===== src/rtl/quad_decoder.sv =====
// Quadrature encoder front-end: input synchronizers, per-channel glitch filters,
// Gray-code step/direction decode and a loadable wrapping position counter.
module quad_decoder #(
  parameter int WIDTH       = 16,
  parameter int SYNC_STAGES = 2,
  parameter int FILTER_LEN  = 3
) (
  input  logic             clk_i,
  input  logic             rstn_i,
  input  logic             en_i,
  input  logic             a_i,
  input  logic             b_i,
  input  logic             load_en_i,
  input  logic [WIDTH-1:0] load_count_i,
  input  logic             clr_err_i,
  output logic             step_o,
  output logic             dir_o,
  output logic [WIDTH-1:0] count_o,
  output logic             count_is_max_min_o,
  output logic             err_o,
  output logic             dbg_state_o
);

  localparam int SETTLE_LEN = SYNC_STAGES + FILTER_LEN;
  localparam int SW         = $clog2(SETTLE_LEN + 1);
  localparam int FW         = $clog2(FILTER_LEN + 1);

  typedef enum logic {SETTLE = 1'b0, TRACK = 1'b1} state_t;

  state_t                 state_q, state_d;
  logic [SW-1:0]          settle_cnt;
  logic [SYNC_STAGES-1:0] a_sync, b_sync;
  logic [1:0]             synced;    // {A,B}
  logic [1:0]             filt;      // {A,B}
  logic [1:0]             prev;      // {A,B}
  logic [FW-1:0]          fcnt [2];
  logic [1:0]             pos_cur, pos_prev, delta;
  logic                   valid_up, valid_dn, illegal;

  always_ff @(posedge clk_i or negedge rstn_i) begin
    if (!rstn_i) begin
      a_sync <= '0;
      b_sync <= '0;
    end else begin
      a_sync <= {a_sync[SYNC_STAGES-2:0], a_i};
      b_sync <= {b_sync[SYNC_STAGES-2:0], b_i};
    end
  end

  assign synced = {a_sync[SYNC_STAGES-1], b_sync[SYNC_STAGES-1]};

  // A new level is accepted on the FILTER_LEN-th consecutive cycle it differs.
  always_ff @(posedge clk_i or negedge rstn_i) begin
    if (!rstn_i) begin
      filt <= '0;
      for (int i = 0; i < 2; i++) fcnt[i] <= '0;
    end else begin
      for (int i = 0; i < 2; i++) begin
        if (synced[i] == filt[i]) begin
          fcnt[i] <= '0;
        end else if (fcnt[i] == FW'(FILTER_LEN - 1)) begin
          filt[i] <= synced[i];
          fcnt[i] <= '0;
        end else begin
          fcnt[i] <= fcnt[i] + FW'(1);
        end
      end
    end
  end

  always_ff @(posedge clk_i or negedge rstn_i) begin
    if (!rstn_i) begin
      state_q    <= SETTLE;
      settle_cnt <= '0;
    end else begin
      state_q <= state_d;
      if (state_q == SETTLE) settle_cnt <= settle_cnt + SW'(1);
    end
  end

  // SETTLE lasts SETTLE_LEN cycles plus the capture edge, so prev holds a settled level.
  always_comb begin
    state_d = state_q;
    case (state_q)
      SETTLE:  if (settle_cnt == SW'(SETTLE_LEN)) state_d = TRACK;
      TRACK:   state_d = TRACK;
      default: state_d = SETTLE;
    endcase
  end

  // Map {A,B} onto the position in the up sequence 00,10,11,01.
  assign pos_cur  = {filt[0], filt[1] ^ filt[0]};
  assign pos_prev = {prev[0], prev[1] ^ prev[0]};
  assign delta    = pos_cur - pos_prev;
  assign valid_up = (state_q == TRACK) && (delta == 2'd1);
  assign valid_dn = (state_q == TRACK) && (delta == 2'd3);
  assign illegal  = (state_q == TRACK) && (delta == 2'd2);

  always_ff @(posedge clk_i or negedge rstn_i) begin
    if (!rstn_i) begin
      prev    <= '0;
      step_o  <= 1'b0;
      dir_o   <= 1'b1;
      count_o <= '0;
      err_o   <= 1'b0;
    end else begin
      prev   <= filt;
      step_o <= (valid_up || valid_dn) && en_i;
      if ((valid_up || valid_dn) && en_i) dir_o <= valid_up;
      if (load_en_i) begin
        count_o <= load_count_i;
      end else if (valid_up && en_i) begin
        count_o <= count_o + WIDTH'(1);
      end else if (valid_dn && en_i) begin
        count_o <= count_o - WIDTH'(1);
      end
      if (illegal) err_o <= 1'b1;
      else if (clr_err_i) err_o <= 1'b0;
    end
  end

  assign count_is_max_min_o = dir_o ? (&count_o) : ~(|count_o);
  assign dbg_state_o        = (state_q == TRACK);

endmodule

===== config.mk =====
export PLATFORM = sky130hd
export DESIGN_NAME = quad_decoder
export DESIGN_NICKNAME = d
export VERILOG_FILES = /design/src/rtl/quad_decoder.sv
export SDC_FILE = /design/constraint.sdc
export NUM_CORES = 1
export LEC_CHECK = 0
export ABC_AREA = 0
export CORE_MARGIN = 4
export CORE_UTILIZATION = 40
export CTS_BUF_LIST = sky130_fd_sc_hd__clkbuf_4 sky130_fd_sc_hd__clkbuf_8 sky130_fd_sc_hd__clkbuf_16
export DETAILED_ROUTE_END_ITERATION = 6
export SLEW_MARGIN = 25
export SYNTH_ARGS = -nofsm -noshare
export SYNTH_HDL_FRONTEND = slang
export SYNTH_SLANG_ARGS = --single-unit

===== constraint.sdc =====
create_clock -name clk_i -period 9.4 [get_ports clk_i]
set_input_delay 1.88 -clock clk_i [delete_from_list [all_inputs] [get_ports clk_i]]
set_output_delay 1.88 -clock clk_i [all_outputs]
set_load 0.02 [all_outputs]

## After elaboration in Yosys (flattened, before gate mapping)

Cells that the tools add are included.
Widths: inputs -> output; s select.

- Bits in registers: 35
- Bits in latches: 0
- Bits in writable memories: 0
- Bits in read-only memories: 0
- Input port bits: 23
- Output and inout bits: 21
- Logic and storage cells: 58
- Memories kept: 0

- $add $sub $neg: 6
- Multipliers: 0
- Divide/modulo/power cells: 0
- Magnitude comparators: 0
- Equal/unequal tests: 8
- Shifts and indexed selects: 0
- Multiplexer cells: 12
- Bitwise gates (word level): 6
- Reductions and logical operators: 13

Operators with widths:

| operator | count |
|---|---|
| $mux 16 | 3 |
| $add 16x1->16 const B | 1 |
| $reduce_and 16->1 | 1 |
| $reduce_or 16->1 | 1 |
| $sub 16x1->16 const B | 1 |
| $eq 2x2->1 const B | 4 |
| $mux 2 | 4 |
| $logic_and 1x1->1 | 6 |
| $add 2x1->2 const B | 2 |
| $mux 1 | 4 |
| $not 1->1 | 4 |
| $reduce_and 2->1 | 2 |
| $add 3x1->3 const B | 1 |
| $eq 3x3->1 const B | 1 |
| $reduce_bool 3->1 | 1 |
| $eq 1x1->1 | 2 |
| $eq 2x1->1 const B | 1 |
| $pmux 1 s2 | 1 |
| $reduce_bool 2->1 | 1 |
| $sub 2x2->2 | 1 |
| $xor 1x1->1 | 2 |
| $logic_or 1x1->1 | 1 |

## Logic depth before layout (Yosys ltp)

- Depth in word-level cells: 8
- Gate-level depth with buffers: 16
- Gate-level depth less buffers: 14

## Worst setup path after synthesis

Ideal clock, no wire load.

- Path kind: input port to flip-flop
- Start point: in en_i
- End point: reg count_o[12]
- Setup time: 136 ps
- Arrival time: 4137 ps
- Data required time: 9264 ps
- Path slack: 5127 ps
- Stages: 12
- Buffers on the path: 1
- Cells stage by stage: nand3b_1 -> inv_1 -> buf_2 -> nand2_1 -> ha_1 -> nor2b_4 -> o211ai_2 -> nand2_1 -> a211o_1 -> a311o_1 -> o211ai_2 -> o211ai_1

- Word-level cells in the longest chain between the ends: 3
- Elaborated cells between the ends (all ways): 5
- Classes of those cells: 2 x mux; 3 x reduce/logical

RTL lines:

| item | line | text |
|---|---|---|
| start, declared | 10 | `input logic en_i,` |
| $logic_and 1x1->1 | 112 | `end else if (valid_up && en_i) begin` |
| $mux 16 | 112 |  |
| $mux 16 | 110 | `if (load_en_i) begin` |
| end signal, assigned | 111 | `count_o <= load_count_i;` |
| end signal, assigned | 113 | `count_o <= count_o + WIDTH'(1);` |
| end signal, assigned | 115 | `count_o <= count_o - WIDTH'(1);` |
| end, declared | 18 | `output logic [WIDTH-1:0] count_o,` |

Several ways; a longest one is shown, not always the timed one.
A chain may end at the register's enable or synchronous reset.

## Worst setup path after layout

- Start point: in en_i
- End point: reg count_o[14]

Same word-level chain as after synthesis.

==> impl_metrics.env <==
export IMPL_fillerInstances=539
export IMPL_reg2reg_from="filt[0]"
export IMPL_r2r_end="count_o[14]"
export IMPL_htree_levels=2
export IMPL_finalCritPeriodShare_pct=60.22
export IMPL_hold_viol=0
export IMPL_rsz0062_at_grt="no"
export IMPL_initial_core_util_pct=41.11
export IMPL_drt_iter0_drc=72
export IMPL_cts_root_buffer="clkbuf_8"
export IMPL_synthTopCellsByArea="dfrtp_1 (38%), ha_1 (11%), xnor2_1 (5.8%), o21ai_0 (4.7%), nand2_1 (3.8%)"
export IMPL_async_flop_share_pct=100.0
export IMPL_wire_per_inst_um=13.84
export IMPL_syn_inst=237
export IMPL_synthDistinctLibCells=42
export IMPL_drive_gt1_share_pct=7.829
export IMPL_maxSlewViolCount=0
export IMPL_hold_class="reg2reg"
export IMPL_holdWs_ps=350.5
export IMPL_viasPerCell=5.176
export IMPL_path_max_fanout=20
export IMPL_cap_violations=0
export IMPL_grt_util_all_layers_pct=14.94
export IMPL_grt_pass1_wl_mm=8.411
export IMPL_gp_congestion=0.9002
export IMPL_hold_end="a_sync[1]"
export IMPL_setup_viol=0
export IMPL_regToRegSetupSlack_ps=4760
export IMPL_period_minus_slack_ps=5660
export IMPL_fin_skew_ps=8.509
export IMPL_insertion_delay_ps=290
export IMPL_grt_max_degree=36
export IMPL_setup_tns_ps=0
export IMPL_avgSynthCellArea_um2=9.492
export IMPL_final_antenna_net_count=0
export IMPL_multi_input_area_mm2=0.001305
export IMPL_ff2ff_path_depth=13
export IMPL_synth_edff_count=0
export IMPL_synth_nets=280
export IMPL_io_buffers=43
export IMPL_grt_pass1_vias=1814
export IMPL_register_area_um2=877.1
export IMPL_cpPeakStageDelay_ps=620
export IMPL_seq_area_frac_synth_pct=38.99
export IMPL_cp_data_required_time_ps=9590
export IMPL_ys_ff_latch=35
export IMPL_cts_buffer_depth=2
export IMPL_worstHoldStart="a_sync[0]"
export IMPL_syn_area_mm2=0.002250
export IMPL_cts_hold_buf=0
export IMPL_drt_first_pass_iters=4
export IMPL_tritoncts="yes"
export IMPL_fp_dieH_um=83.00
export IMPL_row_count=27
export IMPL_core_mm2=0.005473
export IMPL_cp_end_kind="register"
export IMPL_postCtsSetupBuffers=0
export IMPL_grt_antenna_before_repair=0
export IMPL_crit_chain="clkdlybuf4s50_1 -> nand3b_1 -> inv_1 -> nand2_1 -> ha_1 -> nor2b_4 -> o211ai_2 -> nand2_1 -> a211o_1 -> o41ai_2 -> nor4_1 -> a211o_1"
export IMPL_synth_main_ff_cell="dfrtp_1"
export IMPL_dieArea_mm2=0.006888
export IMPL_route_detailed_drc=0
export IMPL_synth_top_cell_area_share_pct=37.82
export IMPL_synth_top_area_cell="dfrtp_1"
export IMPL_clock_fmax_mhz=176.7
export IMPL_yosysWarnings=0
export IMPL_fin_nets=323
export IMPL_die_w_um=83.00
export IMPL_cts_resized=0
export IMPL_cts_num_sinks=35
export IMPL_antenna_cells=0
export IMPL_holdPathStages=0
export IMPL_hpwl_mm=3.629
export IMPL_worst_slew_pin_slew_ps=741.5
export IMPL_slew_headroom_pct=50.42
export IMPL_crit_type="in2reg"
export IMPL_status="finished, final reports clean"
export IMPL_clk_pin_slew_ps=80
export IMPL_cts_inserted_buffers=5
export IMPL_vias=1827
export IMPL_drt_wl_total_mm=4.887
export IMPL_slowest_stage="inv_1"
export IMPL_cp_arrival_ps=5850
export IMPL_overflow=0
export IMPL_ios=44
export IMPL_syn_to_final_growth_pct=26.53
export IMPL_start_kind="input port"
[layout make-up]
class,count,area share (%)
flip-flops and latches,35,30.81
clock buffers,6,2.901
clock inverters,2,0.5714
well taps,72,3.165
repair buffers,45,15.65
inverters,8,1.055
multi-input cells,185,45.85
[through the flow]
stage                     utilization (%)  std cells  worst slack [ps]  area (um^2)
final                               52.01        353              3740         2846
after global routing                52.01        353              3350         2846
after CTS                           52.01        353              3708         2846
after detailed placement            50.21        345              3382         2748
after global placement              50.21        345              3511         2748
after floorplan                         -        237              5127         2250
[worst max-delay path by stage]
| stage | end | start | slack, ps | depth (start not counted) |
|---|---|---|---|---|
| after floorplan | count_o[12] | en_i | 5130 | 12 |
| after global routing | count_o[11] | en_i | 3350 | 12 |
| after CTS | count_o[14] | en_i | 3710 | 12 |
| final | count_o[14] | en_i | 3740 | 12 |
| after detailed placement | count_o[14] | en_i | 3380 | 12 |
| after global placement | count_o[14] | en_i | 3510 | 12 |
[kinds of logic (layout without fill, tap and decap cells)]
family | after synthesis | count (layout) | share of synthesized area [%]
AO/OA/AOI/OAI | 62 | 62 | 17.52
adder cells (fa/ha/maj) | 20 | 20 | 11.46
flip-flops | 35 | 35 | 38.99
multiplexers | 10 | 10 | 4.727
XOR/XNOR | 20 | 20 | 7.787
buffers and inverters | 17 | 61 | 3.003
AND/OR/NAND/NOR | 73 | 73 | 16.52
[routing by layer]
layer	GRT usage, %	wire, um
met4	5.498	70
met5	0	0
met1	18.97	2302
met3	3.373	230
met2	24.78	2284
[placed cells by master (no fill, tap or decap), types with 2 or more instances in the layout]
cell type | synthesis | routed
o211ai_1 | 3 | 3
xor2_1 | 5 | 5
nor3_1 | 5 | 5
o21bai_1 | 2 | 2
nand2_1 | 23 | 23
clkdlybuf4s50_1 | 0 | 43
xnor2_1 | 15 | 15
dfrtp_1 | 34 | 34
nand2b_1 | 4 | 4
mux2i_1 | 5 | 5
nand3_1 | 5 | 5
a21o_1 | 3 | 3
o211ai_2 | 2 | 2
mux2_2 | 5 | 5
nor3b_1 | 3 | 3
o21a_1 | 3 | 3
a211o_1 | 2 | 2
ha_1 | 19 | 19
nand4_1 | 5 | 5
clkbuf_8 | 0 | 6
nor2_1 | 13 | 13
a21oi_1 | 17 | 17
buf_4 | 0 | 2
nor2b_1 | 3 | 3
o21ai_0 | 21 | 21
nor4_1 | 7 | 7
inv_1 | 8 | 8
[registers in the layout, indices dropped and copies added, names as in the netlist]
| signal | flops |
|---|---|
| a_sync | 2 |
| dir_o | 1 |
| b_sync | 2 |
| step_o | 1 |
| dbg_state_o | 1 |
| err_o | 1 |
| filt | 2 |
| prev | 2 |
| settle_cnt | 3 |
| count_o | 16 |
| fcnt | 4 |
[worst max-delay path: cells and delay by family]
family | cells | cell delay (ps)
buf+inv | 2 | 1080
simple gates | 5 | 1380
compound gates | 4 | 980
fa+ha+maj | 1 | 510
[cell usage after synthesis (4+ instances only)]
library cell	count
nand4_1	5
nand2b_1	4
nor2_1	13
ha_1	19
nand2_1	23
mux2_2	5
xnor2_1	15
clkbuf_1	6
dfrtp_1	34
inv_1	8
mux2i_1	5
nor4_1	7
xor2_1	5
o21ai_0	21
nor3_1	5
nand3_1	5
a21oi_1	17
Power is not shown: default switching activity piles up to over one toggle a cycle in this logic, so the estimate is an artifact.
